### src/rtl/cart_loader_if.sv
// Download-stream and SDRAM write-port bundle for the cartridge loader.
// The loader masters the SDRAM write port; the slave view belongs to the HPS/SDRAM side.
interface cart_loader_if;
   logic        ioctl_download;
   logic        ioctl_wr;
   logic [24:0] ioctl_addr;
   logic [7:0]  ioctl_dout;
   logic [7:0]  ioctl_index;
   logic        ioctl_wait;
   logic [23:0] sd_waddr;
   logic [7:0]  sd_din;
   logic        sd_we;
   logic        sd_we_ack;

   modport master (
      input  ioctl_download, ioctl_wr, ioctl_addr, ioctl_dout, ioctl_index, sd_we_ack,
      output ioctl_wait, sd_waddr, sd_din, sd_we
   );

   modport slave (
      output ioctl_download, ioctl_wr, ioctl_addr, ioctl_dout, ioctl_index, sd_we_ack,
      input  ioctl_wait, sd_waddr, sd_din, sd_we
   );
endinterface

### src/rtl/cart_loader.sv
// Streams an HPS cartridge download into SDRAM one byte at a time over a toggle
// handshake, and derives the ROM address mask / copier-header / Game Gear flags.
module cart_loader #(
   parameter int ACK_TIMEOUT = 1023
) (
   input  logic          clk_sys,
   input  logic          RESET_n,
   cart_loader_if.master bus,
   output logic [21:0]   cart_mask,
   output logic          hdr_skip,
   output logic          gg,
   output logic          busy,
   output logic          load_done,
   output logic          err_timeout,
   output logic          err_overrun
);

   localparam int TO_W = $clog2(ACK_TIMEOUT + 1);
   localparam logic [TO_W-1:0] TO_LAST = TO_W'(ACK_TIMEOUT - 1);
   localparam logic [TO_W-1:0] TO_ONE  = TO_W'(1);

   typedef enum logic [1:0] {
      ST_IDLE  = 2'd0,
      ST_ARMED = 2'd1,
      ST_XFER  = 2'd2,
      ST_FINAL = 2'd3
   } state_t;

   // Mask contribution of a byte that lies past a 512-byte copier header.
   function automatic logic [21:0] hdr_term(input logic [24:0] addr);
      logic [21:0] term;
      if (addr >= 25'd512) begin
         term = addr[21:0] - 22'd512;
      end else begin
         term = 22'd0;
      end
      return term;
   endfunction

   state_t            state_r, next_state_s;
   logic              dl_prev_r;
   logic              sd_we_r, sd_we_nx_s;
   logic [23:0]       sd_waddr_r, sd_waddr_nx_s;
   logic [7:0]        sd_din_r, sd_din_nx_s;
   logic              ioctl_wait_r, ioctl_wait_nx_s;
   logic [24:0]       cnt_r, cnt_nx_s;
   logic [21:0]       raw_mask_r, raw_mask_nx_s;
   logic [21:0]       hdr_mask_r, hdr_mask_nx_s;
   logic [TO_W-1:0]   to_cnt_r, to_cnt_nx_s;
   logic [21:0]       cart_mask_r, cart_mask_nx_s;
   logic              hdr_skip_r, hdr_skip_nx_s;
   logic              gg_r, gg_nx_s;
   logic              busy_r, busy_nx_s;
   logic              load_done_r, load_done_nx_s;
   logic              err_timeout_r, err_timeout_nx_s;
   logic              err_overrun_r, err_overrun_nx_s;

   logic              dl_rise_s;
   logic              pending_s;
   logic              to_hit_s;
   logic              unused_idx_s;

   assign dl_rise_s    = bus.ioctl_download & ~dl_prev_r;
   assign pending_s    = (sd_we_r != bus.sd_we_ack);
   assign to_hit_s     = (to_cnt_r == TO_LAST);
   assign unused_idx_s = ^bus.ioctl_index[7:5];

   // State register.
   always_ff @(posedge clk_sys or negedge RESET_n) begin
      if (!RESET_n) begin
         state_r <= ST_IDLE;
      end else begin
         state_r <= next_state_s;
      end
   end

   // Next-state logic; a download rising edge restarts from any state.
   always_comb begin
      next_state_s = state_r;
      if (dl_rise_s) begin
         next_state_s = ST_ARMED;
      end else begin
         case (state_r)
            ST_IDLE:  next_state_s = ST_IDLE;
            ST_ARMED: begin
               if (!bus.ioctl_download) begin
                  next_state_s = ST_FINAL;
               end else if (bus.ioctl_wr) begin
                  next_state_s = ST_XFER;
               end else begin
                  next_state_s = ST_ARMED;
               end
            end
            ST_XFER: begin
               if (!pending_s || to_hit_s) begin
                  next_state_s = bus.ioctl_download ? ST_ARMED : ST_FINAL;
               end else begin
                  next_state_s = ST_XFER;
               end
            end
            ST_FINAL: next_state_s = ST_IDLE;
            default:  next_state_s = ST_IDLE;
         endcase
      end
   end

   // Output/datapath next values, registered below.
   always_comb begin
      sd_we_nx_s       = sd_we_r;
      sd_waddr_nx_s    = sd_waddr_r;
      sd_din_nx_s      = sd_din_r;
      ioctl_wait_nx_s  = ioctl_wait_r;
      cnt_nx_s         = cnt_r;
      raw_mask_nx_s    = raw_mask_r;
      hdr_mask_nx_s    = hdr_mask_r;
      to_cnt_nx_s      = to_cnt_r;
      cart_mask_nx_s   = cart_mask_r;
      hdr_skip_nx_s    = hdr_skip_r;
      gg_nx_s          = gg_r;
      load_done_nx_s   = 1'b0;
      err_timeout_nx_s = err_timeout_r;
      err_overrun_nx_s = err_overrun_r;
      busy_nx_s        = (next_state_s != ST_IDLE);

      if (dl_rise_s) begin
         sd_waddr_nx_s    = 24'd0;
         ioctl_wait_nx_s  = 1'b0;
         cnt_nx_s         = 25'd0;
         raw_mask_nx_s    = 22'd0;
         hdr_mask_nx_s    = 22'd0;
         to_cnt_nx_s      = {TO_W{1'b0}};
         err_timeout_nx_s = 1'b0;
         err_overrun_nx_s = 1'b0;
         gg_nx_s          = (bus.ioctl_index[4:0] == 5'd2);
      end else begin
         case (state_r)
            ST_IDLE: begin
               ioctl_wait_nx_s = 1'b0;
            end
            ST_ARMED: begin
               if (bus.ioctl_download && bus.ioctl_wr) begin
                  sd_din_nx_s     = bus.ioctl_dout;
                  sd_we_nx_s      = ~sd_we_r;
                  ioctl_wait_nx_s = 1'b1;
                  to_cnt_nx_s     = {TO_W{1'b0}};
                  raw_mask_nx_s   = raw_mask_r | bus.ioctl_addr[21:0];
                  hdr_mask_nx_s   = hdr_mask_r | hdr_term(bus.ioctl_addr);
               end else begin
                  ioctl_wait_nx_s = 1'b0;
               end
            end
            ST_XFER: begin
               if (bus.ioctl_wr) begin
                  err_overrun_nx_s = 1'b1;
               end else begin
                  err_overrun_nx_s = err_overrun_r;
               end
               if (!pending_s || to_hit_s) begin
                  ioctl_wait_nx_s = 1'b0;
                  sd_waddr_nx_s   = sd_waddr_r + 24'd1;
                  cnt_nx_s        = cnt_r + 25'd1;
                  // A timed-out request is retired by re-aligning the toggle pair.
                  if (pending_s) begin
                     err_timeout_nx_s = 1'b1;
                     sd_we_nx_s       = bus.sd_we_ack;
                  end else begin
                     err_timeout_nx_s = err_timeout_r;
                  end
               end else begin
                  to_cnt_nx_s = to_cnt_r + TO_ONE;
               end
            end
            ST_FINAL: begin
               hdr_skip_nx_s  = (cnt_r[9:0] == 10'd512);
               load_done_nx_s = 1'b1;
               if (cnt_r[9:0] == 10'd512) begin
                  cart_mask_nx_s = hdr_mask_r;
               end else begin
                  cart_mask_nx_s = raw_mask_r;
               end
            end
            default: begin
               ioctl_wait_nx_s = 1'b0;
            end
         endcase
      end
   end

   // Datapath and output registers.
   always_ff @(posedge clk_sys or negedge RESET_n) begin
      if (!RESET_n) begin
         dl_prev_r     <= 1'b0;
         sd_we_r       <= 1'b0;
         sd_waddr_r    <= 24'd0;
         sd_din_r      <= 8'd0;
         ioctl_wait_r  <= 1'b0;
         cnt_r         <= 25'd0;
         raw_mask_r    <= 22'd0;
         hdr_mask_r    <= 22'd0;
         to_cnt_r      <= {TO_W{1'b0}};
         cart_mask_r   <= 22'd0;
         hdr_skip_r    <= 1'b0;
         gg_r          <= 1'b0;
         busy_r        <= 1'b0;
         load_done_r   <= 1'b0;
         err_timeout_r <= 1'b0;
         err_overrun_r <= 1'b0;
      end else begin
         dl_prev_r     <= bus.ioctl_download;
         sd_we_r       <= sd_we_nx_s;
         sd_waddr_r    <= sd_waddr_nx_s;
         sd_din_r      <= sd_din_nx_s;
         ioctl_wait_r  <= ioctl_wait_nx_s;
         cnt_r         <= cnt_nx_s;
         raw_mask_r    <= raw_mask_nx_s;
         hdr_mask_r    <= hdr_mask_nx_s;
         to_cnt_r      <= to_cnt_nx_s;
         cart_mask_r   <= cart_mask_nx_s;
         hdr_skip_r    <= hdr_skip_nx_s;
         gg_r          <= gg_nx_s;
         busy_r        <= busy_nx_s;
         load_done_r   <= load_done_nx_s;
         err_timeout_r <= err_timeout_nx_s;
         err_overrun_r <= err_overrun_nx_s;
      end
   end

   assign bus.sd_we      = sd_we_r;
   assign bus.sd_waddr   = sd_waddr_r;
   assign bus.sd_din     = sd_din_r;
   assign bus.ioctl_wait = ioctl_wait_r;
   assign cart_mask      = cart_mask_r;
   assign hdr_skip       = hdr_skip_r;
   assign gg             = gg_r;
   assign busy           = busy_r;
   assign load_done      = load_done_r;
   assign err_timeout    = err_timeout_r;
   assign err_overrun    = err_overrun_r;

endmodule

### src/flat_wrapper.sv
// flat-port wrapper written by rule: the top's interface ports become plain ports
module cart_loader_flat 
#(
   parameter int ACK_TIMEOUT = 1023
)
  (clk_sys, RESET_n, cart_mask, hdr_skip, gg, busy, load_done, err_timeout, err_overrun, bus_ioctl_download, bus_ioctl_wr, bus_ioctl_addr, bus_ioctl_dout, bus_ioctl_index, bus_sd_we_ack, bus_ioctl_wait, bus_sd_waddr, bus_sd_din, bus_sd_we);
  cart_loader_if bus_i ();
  input  logic clk_sys;
  input  logic RESET_n;
  output logic [21:0] cart_mask;
  output logic hdr_skip;
  output logic gg;
  output logic busy;
  output logic load_done;
  output logic err_timeout;
  output logic err_overrun;
  input wire logic [$bits(bus_i.ioctl_download)-1:0] bus_ioctl_download;
  input wire logic [$bits(bus_i.ioctl_wr)-1:0] bus_ioctl_wr;
  input wire logic [$bits(bus_i.ioctl_addr)-1:0] bus_ioctl_addr;
  input wire logic [$bits(bus_i.ioctl_dout)-1:0] bus_ioctl_dout;
  input wire logic [$bits(bus_i.ioctl_index)-1:0] bus_ioctl_index;
  input wire logic [$bits(bus_i.sd_we_ack)-1:0] bus_sd_we_ack;
  output wire logic [$bits(bus_i.ioctl_wait)-1:0] bus_ioctl_wait;
  output wire logic [$bits(bus_i.sd_waddr)-1:0] bus_sd_waddr;
  output wire logic [$bits(bus_i.sd_din)-1:0] bus_sd_din;
  output wire logic [$bits(bus_i.sd_we)-1:0] bus_sd_we;
  assign bus_i.ioctl_download = bus_ioctl_download;
  assign bus_i.ioctl_wr = bus_ioctl_wr;
  assign bus_i.ioctl_addr = bus_ioctl_addr;
  assign bus_i.ioctl_dout = bus_ioctl_dout;
  assign bus_i.ioctl_index = bus_ioctl_index;
  assign bus_i.sd_we_ack = bus_sd_we_ack;
  assign bus_ioctl_wait = bus_i.ioctl_wait;
  assign bus_sd_waddr = bus_i.sd_waddr;
  assign bus_sd_din = bus_i.sd_din;
  assign bus_sd_we = bus_i.sd_we;
  cart_loader #(.ACK_TIMEOUT(ACK_TIMEOUT)) u_core (.clk_sys(clk_sys), .RESET_n(RESET_n), .bus(bus_i), .cart_mask(cart_mask), .hdr_skip(hdr_skip), .gg(gg), .busy(busy), .load_done(load_done), .err_timeout(err_timeout), .err_overrun(err_overrun));
endmodule
### config.mk
export PLATFORM = sky130hd
export DESIGN_NAME = cart_loader_flat
export DESIGN_NICKNAME = d
export VERILOG_FILES = /design/src/rtl/cart_loader_if.sv /design/src/rtl/cart_loader.sv /design/src/flat_wrapper.sv
export SDC_FILE = /design/constraint.sdc
export NUM_CORES = 1
export LEC_CHECK = 0
export ABC_AREA = 1
export BUFFER_PORTS_ARGS = -buffer_cell sky130_fd_sc_hd__clkbuf_2
export CAP_MARGIN = 20
export CORE_MARGIN = 2
export CORE_UTILIZATION = 35
export CTS_CLUSTER_SIZE = 30
export DETAILED_ROUTE_END_ITERATION = 12
export PLACE_DENSITY = 0.52
export SYNTH_ARGS = -nofsm -noshare
export SYNTH_HDL_FRONTEND = slang
export SYNTH_SLANG_ARGS = --single-unit
### constraint.sdc
create_clock -name clk_sys -period 4.1 [get_ports clk_sys]
set_clock_uncertainty 0.2 [all_clocks]
set_input_delay 0.82 -clock clk_sys [delete_from_list [all_inputs] [get_ports clk_sys]]
set_output_delay 0.82 -clock clk_sys [all_outputs]
set_load 0.01 [all_outputs]
==> results of run 1 <==
[through the flow]
step | hold WS, ns | power, W
CTS | 0.268 | 0.00439
global route | 0.296 | 0.00460
detailed placement | 0.264 | 0.00283
finish | 0.246 | 0.00432
floorplan | 0.250 | 0.00243
global placement | 0.263 | 0.00282
[how the worst max path moves through the flow]
stage          cells after the start                        start                             endpoint
6_report                           9  u_core.cnt_r[0]$_DFFE_PN0P_     u_core.cart_mask[15]$_DFFE_PN0P_
3_5_place_dp                      10            bus_ioctl_addr[9]    u_core.hdr_mask_r[17]$_DFFE_PN0P_
5_1_grt                            9  u_core.cnt_r[0]$_DFFE_PN0P_     u_core.cart_mask[19]$_DFFE_PN0P_
2_1_floorplan                     10           bus_ioctl_addr[10]    u_core.hdr_mask_r[12]$_DFFE_PN0P_
3_3_place_gp                      10            bus_ioctl_addr[9]    u_core.hdr_mask_r[17]$_DFFE_PN0P_
4_1_cts                            8  u_core.state_r[0]$_DFF_PN0_  u_core.bus.sd_waddr[18]$_DFFE_PN0P_
[flip-flops by register name, summed over array words and instances, names as in the netlist]
signal / cells
u_core.to_cnt_r: 10
u_core.state_r: 2
u_core.raw_mask_r: 22
u_core.cart_mask: 22
u_core.load_done: 1
u_core.hdr_mask_r: 22
u_core.hdr_skip: 1
u_core.bus.sd_waddr: 24
u_core.bus.ioctl_wait: 1
u_core.gg: 1
u_core.dl_prev_r: 1
u_core.busy: 1
u_core.err_timeout: 1
u_core.bus.sd_din: 8
u_core.bus.sd_we: 1
u_core.cnt_r: 10
u_core.err_overrun: 1
[kinds of logic after synthesis]
logic type	count (synthesis)	share of synthesized area
compound gates	85	0.0796
xor+xnor	26	0.0351
fa+ha+maj	10	0.0187
buf+inv	115	0.0755
flops	129	0.482
simple gates	490	0.309
[power breakdown]
part	switching (W)	leakage, nW	internal (W)
clock network	0.000620	0.285	0.000916
logic	0.000679	2.17	0.000386
registers	0.000174	1.75	0.00155
total	0.00147	4.21	0.00285
[cells in the final DEF (no fill, tap or decap), types with 2 or more instances in the layout]
master	synthesis	layout
nand2_1	281	281
dfrtp_1	129	129
nor2_1	109	109
clkbuf_2	0	103
inv_1	85	85
nand3_1	55	54
o22ai_1	24	24
o21ai_0	24	24
xor2_1	21	21
clkbuf_16	0	17
nand4_1	13	13
o21ai_2	12	12
ha_1	10	10
o21ai_1	9	9
a21oi_1	8	8
nand2_2	7	7
nor3_1	6	6
buf_4	0	6
inv_6	0	5
nand2_4	4	4
xnor2_1	4	4
or2_2	4	4
nor2_4	3	3
inv_2	3	3
nor2_2	3	3
clkinvlp_4	0	3
clkinv_4	0	3
nand3_2	1	2
o211ai_1	2	2
o2111ai_1	2	2
nand3b_1	2	2
inv_8	0	2
bufinv_16	0	2
[layout make-up]
class | count | share of cell area
multi-input cells | 611 | 0.370
flip-flops and latches | 129 | 0.403
inverters | 89 | 0.0420
clock buffers | 17 | 0.0531
well taps | 234 | 0.0365
clock inverters | 15 | 0.0219
repair buffers | 111 | 0.0738
[layer usage]
metal | global-route usage | share of wire | wire [um]
met4 | 0.0448 | 0.0071 | 114
met1 | 0.233 | 0.50 | 8080
met2 | 0.261 | 0.45 | 7260
met3 | 0.0367 | 0.040 | 643
met5 | 0 | 0 | 0
[worst max-delay path, delay by kind of cell (launching register included)]
family / cells / cell delay [ns]
buffers and inverters: 2 / 0.57
adder cells (fa/ha/maj): 1 / 0.15
flip-flops: 1 / 0.44
AND/OR/NAND/NOR: 6 / 1.13
==> out/metrics.csv, run 1 <==
stage,metric,value,unit
job,max-cap viol count,0,
detailed_routing,Routed Antenna Nets,0,
worst_setup_path,CP most frequent cell,nand2_1,
worst_setup_path,slowest CP cell,nand3_2,
timing,slew margin rel.,0.387,
grt,GRT overflow,0,
worst_setup_path,max incr delay on CP,0.73,ns
power_and_ir_drop,static leakage,4.21,nW
synthesis,ys flop type,dfrtp_1,
cells_and_area,Inserted Diodes,0,
cells_and_area,Area Growth Syn to Fin,19.7,%
worst_setup_path,r2r setup slk,1.54,ns
synthesis,register area share after synthesis,0.482,
detailed_routing,Post-Route WL,16100,um
floorplanning,Die X,142,um
place,Area after DPL,7410,sq um
cells_and_area,post-route cell area,8020,sq um
place,placed instance count,1174,
cells_and_area,nets@finish,1015,
timing,RSZ-0062 raised after global routing,no,
synthesis,yosys warns,0,
timing,total negative slack,0,ns
timing,worst setup margin,1.54,ns
clock_network,Num CTS Buffers,17,
timing,count of final hold-check violations,0,
synthesis,ys async rst share,1.00,
floorplanning,placement row count,50,
cells_and_area,area of the multi-input gates,2970,sq um
synthesis,syn avg cell area,7.83,sq um
detailed_routing,DRT iter0 DRCs,317,
timing,f_max,0.391,GHz
clock_network,root buf cell,clkbuf_16,
synthesis,Post-synth EDFFs,0,
cells_and_area,layout cells sized above 1,0.190,
synthesis,"FF+latch count, synth",129,
run_status,status,"complete, no violations",
floorplanning,IO Count,108,
power_and_ir_drop,worst vdd ir,0.000292,V
place,Final GP Congestion,0.807,
place,DP HPWL,10800,um
timing,Final setup viols,0,
synthesis,syn_nets,911,
cells_and_area,fin cells,1206,
detailed_routing,WL/cell,13.4,um
clock_network,clk_lat worst skew,0.41,ns
timing,Final Critical Period,2.56,ns
worst_setup_path,Critical Path RT,4.25,ns
synthesis,Post-Syn Area,6690,sq um
cells_and_area,storage element area,3230,sq um
synthesis,most frequent cell after synthesis,nand2_1,
grt,Total GRT Usage,0.166,
worst_setup_path,Worst EP arrival,2.70,ns
detailed_routing,vias,5634,
worst_hold_path,worst min path class,in2async,
worst_setup_path,Worst setup SP type,flop,
clock_network,post-CTS setup buffer count,0,
worst_setup_path,reg2reg end,u_core.cart_mask[15]$_DFFE_PN0P_,
place,I/O Buffers,104,
floorplanning,core area,18700,sq um
synthesis,synth top area cells,"dfrtp_1 (48%), nand2_1 (16%), nor2_1 (6.1%), inv_1 (4.8%), nand3_1 (4.1%)",
floorplanning,DIE AREA,20200,sq um
grt,initial antenna violation count,0,
synthesis,"area leader, netlist",dfrtp_1,
worst_setup_path,"Cell Chain, Critical Path",inv_1 -> ha_1 -> nand2_1 -> nor3_1 -> nand3_2 -> buf_4 -> nand2_1 -> nand2_1 -> nand2_1,
synthesis,Post-synth top cells,"nand2_1 (281), dfrtp_1 (129), nor2_1 (109)",
floorplanning,chip height,142,um
cells_and_area,Final Util,0.428,
worst_setup_path,Worst Setup Path Type,reg2reg,
synthesis,synth unique cells,36,
worst_setup_path,worst-path fanout max,43,
detailed_routing,drt first pass iters,5,
clock_network,clock-pin slew on the worst setup and hold paths,0.06,ns
place,pre-CTS setup slack,1.23,ns
clock_network,CTS tree,built,
timing,Worst Tran Pin Value,0.918,ns
power_and_ir_drop,pwr/cell area,539,nW/um^2
clock_network,CTS resizes,0,
detailed_routing,DRC errors left,0,
cells_and_area,fill cell count,1923,
timing,Slew Limit Fails,0,
floorplanning,initial core utilization,0.358,
clock_network,CTS max path bufs,2,
clock_network,hold_buf cts,0,
worst_setup_path,Critical Path End Type,flop,
detailed_routing,Via density,4.67,
grt,largest net degree at the start of global routing,78,
timing,post-route clock period utilization,0.624,
clock_network,CTS Sinks,129,
synthesis,Cells after Synth,855,
grt,vias in the first global route,5392,
worst_setup_path,reg2reg start,u_core.cnt_r[0]$_DFFE_PN0P_,
grt,first-pass GRT wire length,26800,um
synthesis,top-area cell type share of the netlist area,0.482,
worst_setup_path,Reg2Reg Depth,9,
clock_network,H-tree depth,4,
No activity file was read; power rests on OpenSTA's default activity.
==> inputs of run 2 (changes only) <==
clock period = 2.65 ns   (was 4.1 ns; I/O delays follow)
==> run 2 against run 1 <==
Effect of this change:
- sequential share of layout area down 0.74 points
- wire length up 1.2%
- critical path depth up 1
- combinational power up 58%
- core utilization up 0.80 points
- die area unchanged
- hold slack worse by 0.16 ns
- first-iteration DRC count down 22%
- highest routed layer unchanged
- global-route usage up 0.34 points
- clock power up 67%
==> out/metrics.csv, run 2 (synthesized netlist as in run 1, its figures left out) <==
stage,metric,value,unit
cells_and_area,Inserted Diodes,0,
grt,routing usage on met2,0.266,
timing,f_max,0.469,GHz
place,Area after DPL,7500,sq um
worst_setup_path,max incr delay on CP,0.44,ns
floorplanning,core area,18700,sq um
floorplanning,IO Count,108,
place,I/O Buffers,104,
worst_setup_path,"Cell Chain, Critical Path",inv_1 -> ha_1 -> nand2_1 -> nor3_1 -> nand3_2 -> buf_4 -> nor2_1 -> nor2_1 -> nand2_1 -> nand2_1,
timing,Final setup viols,0,
grt,largest net degree at the start of global routing,46,
detailed_routing,DRC errors left,0,
grt,vias in the first global route,5327,
worst_setup_path,Critical Path RT,2.75,ns
grt,initial antenna violation count,0,
timing,post-route clock period utilization,0.804,
worst_setup_path,worst-path fanout max,14,
cells_and_area,max FFs per register,24,
timing,Final Critical Period,2.13,ns
cells_and_area,post-route cell area,8170,sq um
floorplanning,DIE AREA,20200,sq um
timing,slew margin rel.,0.644,
worst_setup_path,Critical Path End Type,flop,
floorplanning,Die X,142,um
run_status,status,"complete, no violations",
timing,total negative slack,0,ns
clock_network,CTS resizes,0,
grt,Total GRT Usage,0.170,
detailed_routing,DRT iter0 DRCs,248,
clock_network,clock-pin slew on the worst setup and hold paths,0.06,ns
detailed_routing,Via density,4.68,
clock_network,root buf cell,clkbuf_16,
clock_network,hold_buf cts,1,
floorplanning,placement row count,50,
clock_network,H-tree depth,4,
floorplanning,initial core utilization,0.358,
job,max-cap viol count,0,
grt,first-pass GRT wire length,27300,um
cells_and_area,"leading cell type in the layout, fill and taps excluded",nand2_1,
clock_network,CTS Sinks,129,
detailed_routing,vias,5677,
clock_network,post-CTS setup buffer count,0,
place,DP HPWL,11400,um
worst_setup_path,Worst EP arrival,2.23,ns
clock_network,clk_lat worst skew,0.42,ns
place,Final GP Congestion,0.858,
cells_and_area,fill cell count,1907,
cells_and_area,nets@finish,1023,
cells_and_area,"commonest non-fill, non-tap cells in the layout","nand2_1 (281), dfrtp_1 (129), nor2_1 (109)",
power_and_ir_drop,worst vdd ir,0.000458,V
clock_network,Num CTS Buffers,17,
worst_setup_path,Worst Setup Path Type,reg2reg,
timing,count of final hold-check violations,0,
clock_network,CTS tree,built,
cells_and_area,Area Growth Syn to Fin,22.0,%
floorplanning,chip height,142,um
detailed_routing,Routed Antenna Nets,0,
worst_hold_path,worst min path class,in2reg,
worst_setup_path,worst path bufs/invs,2,
cells_and_area,layout cells sized above 1,0.195,
worst_setup_path,CP top delay family,simple AND/OR/NAND/NOR gates,
detailed_routing,Post-Route WL,16300,um
power_and_ir_drop,static leakage,4.28,nW
worst_hold_path,Worst Hold Depth,2,
worst_setup_path,slowest CP cell,dfrtp_1,
worst_setup_path,Reg2Reg Depth,10,
detailed_routing,drt first pass iters,4,
grt,most used routing layer,met2,
timing,RSZ-0062 raised after global routing,no,
clock_network,CTS max path bufs,2,
power_and_ir_drop,pwr/cell area,846,nW/um^2
worst_setup_path,CP most frequent cell,nand2_1,
grt,M1 GR Usage,0.236,
grt,GRT overflow,0,
worst_setup_path,critical path depth in cells,10,
timing,Slew Limit Fails,0,
worst_setup_path,Worst setup SP type,flop,
timing,Worst Tran Pin Value,0.533,ns
grt,GRT met3 Usage,0.0370,
detailed_routing,WL/cell,13.4,um
## run 2: changes by cell type in the layout (fill, tap and decap cells not counted), sizes merged
cell / previous run / this run
clkinvlp: 3 / 4
clkbuf: 120 / 121
dlygate4sd3: 0 / 1
buf: 8 / 15
bufinv: 2 / 5
clkinv: 3 / 4
inv: 96 / 89
## run 2: per-layer routing
layer | share of wire | wire length [um] | vias up
met5 | 0 | 0 | -
met2 | 0.46 | 7580 | 117
met4 | 0.011 | 174 | 0
met1 | 0.48 | 7790 | 2622
li1 | - | - | 2924
met3 | 0.047 | 770 | 14
## run 2: cell type report
| cell class | count | area (sq um) | area share |
|---|---|---|---|
| Multi-Input combinational cell | 611 | 2970 | 0.363 |
| Timing Repair Buffer | 119 | 692 | 0.0847 |
| Clock inverter | 13 | 211 | 0.0259 |
| Inverter | 89 | 337 | 0.0412 |
| Clock buffer | 18 | 439 | 0.0538 |
| Tap cell | 234 | 293 | 0.0359 |
| Sequential cell | 129 | 3230 | 0.395 |
## run 2: worst paths after layout
check | endpoint | slack, ns | start
setup / recovery | u_core.cart_mask[13]$_DFFE_PN0P_ | 0.52 | u_core.cnt_r[0]$_DFFE_PN0P_
hold / removal | u_core.gg$_DFFE_PN0P_ | 0.09 | bus_ioctl_index[4]
setup reg to reg | u_core.cart_mask[13]$_DFFE_PN0P_ | 0.52 | u_core.cnt_r[0]$_DFFE_PN0P_
hold reg to reg | u_core.bus.sd_din[1]$_DFFE_PN0P_ | 0.28 | u_core.bus.sd_din[1]$_DFFE_PN0P_
max in group asynchronous | u_core.cart_mask[6]$_DFFE_PN0P_ | 1.26 | RESET_n
min in group asynchronous | u_core.bus.sd_waddr[13]$_DFFE_PN0P_ | 0.39 | RESET_n
## run 2: stage by stage
step | std cells | hold slack (ns) | total power, W | utilization | setup WS (ns)
after detailed placement | 1181 | 0.264 | 0.00441 | 0.401 | 0.294
final | 1213 | 0.0870 | 0.00691 | 0.437 | 0.520
after CTS | 1213 | 0.0692 | 0.00702 | 0.437 | 0.485
after global routing | 1213 | 0.0803 | 0.00735 | 0.437 | 0.301
after floorplan | 855 | 0.0344 | 0.00376 | - | 0.641
after global placement | 1181 | 0.263 | 0.00439 | 0.401 | 0.326
## run 2: worst register-to-register path, delay by kind of cell, from the launching register on
kind                       cells  cell delay (ns)
and+or+nand+nor                7             0.79
buffers and inverters          2             0.45
adders and majority gates      1             0.16
DFF                            1             0.44
## run 2: report_power, final
| part | switching [W] | leakage (nW) | internal (W) |
|---|---|---|---|
| clock | 0.000881 | 0.304 | 0.00169 |
| sequential | 0.000260 | 1.75 | 0.00239 |
| combinational | 0.00106 | 2.23 | 0.000624 |
| total | 0.00220 | 4.28 | 0.00471 |
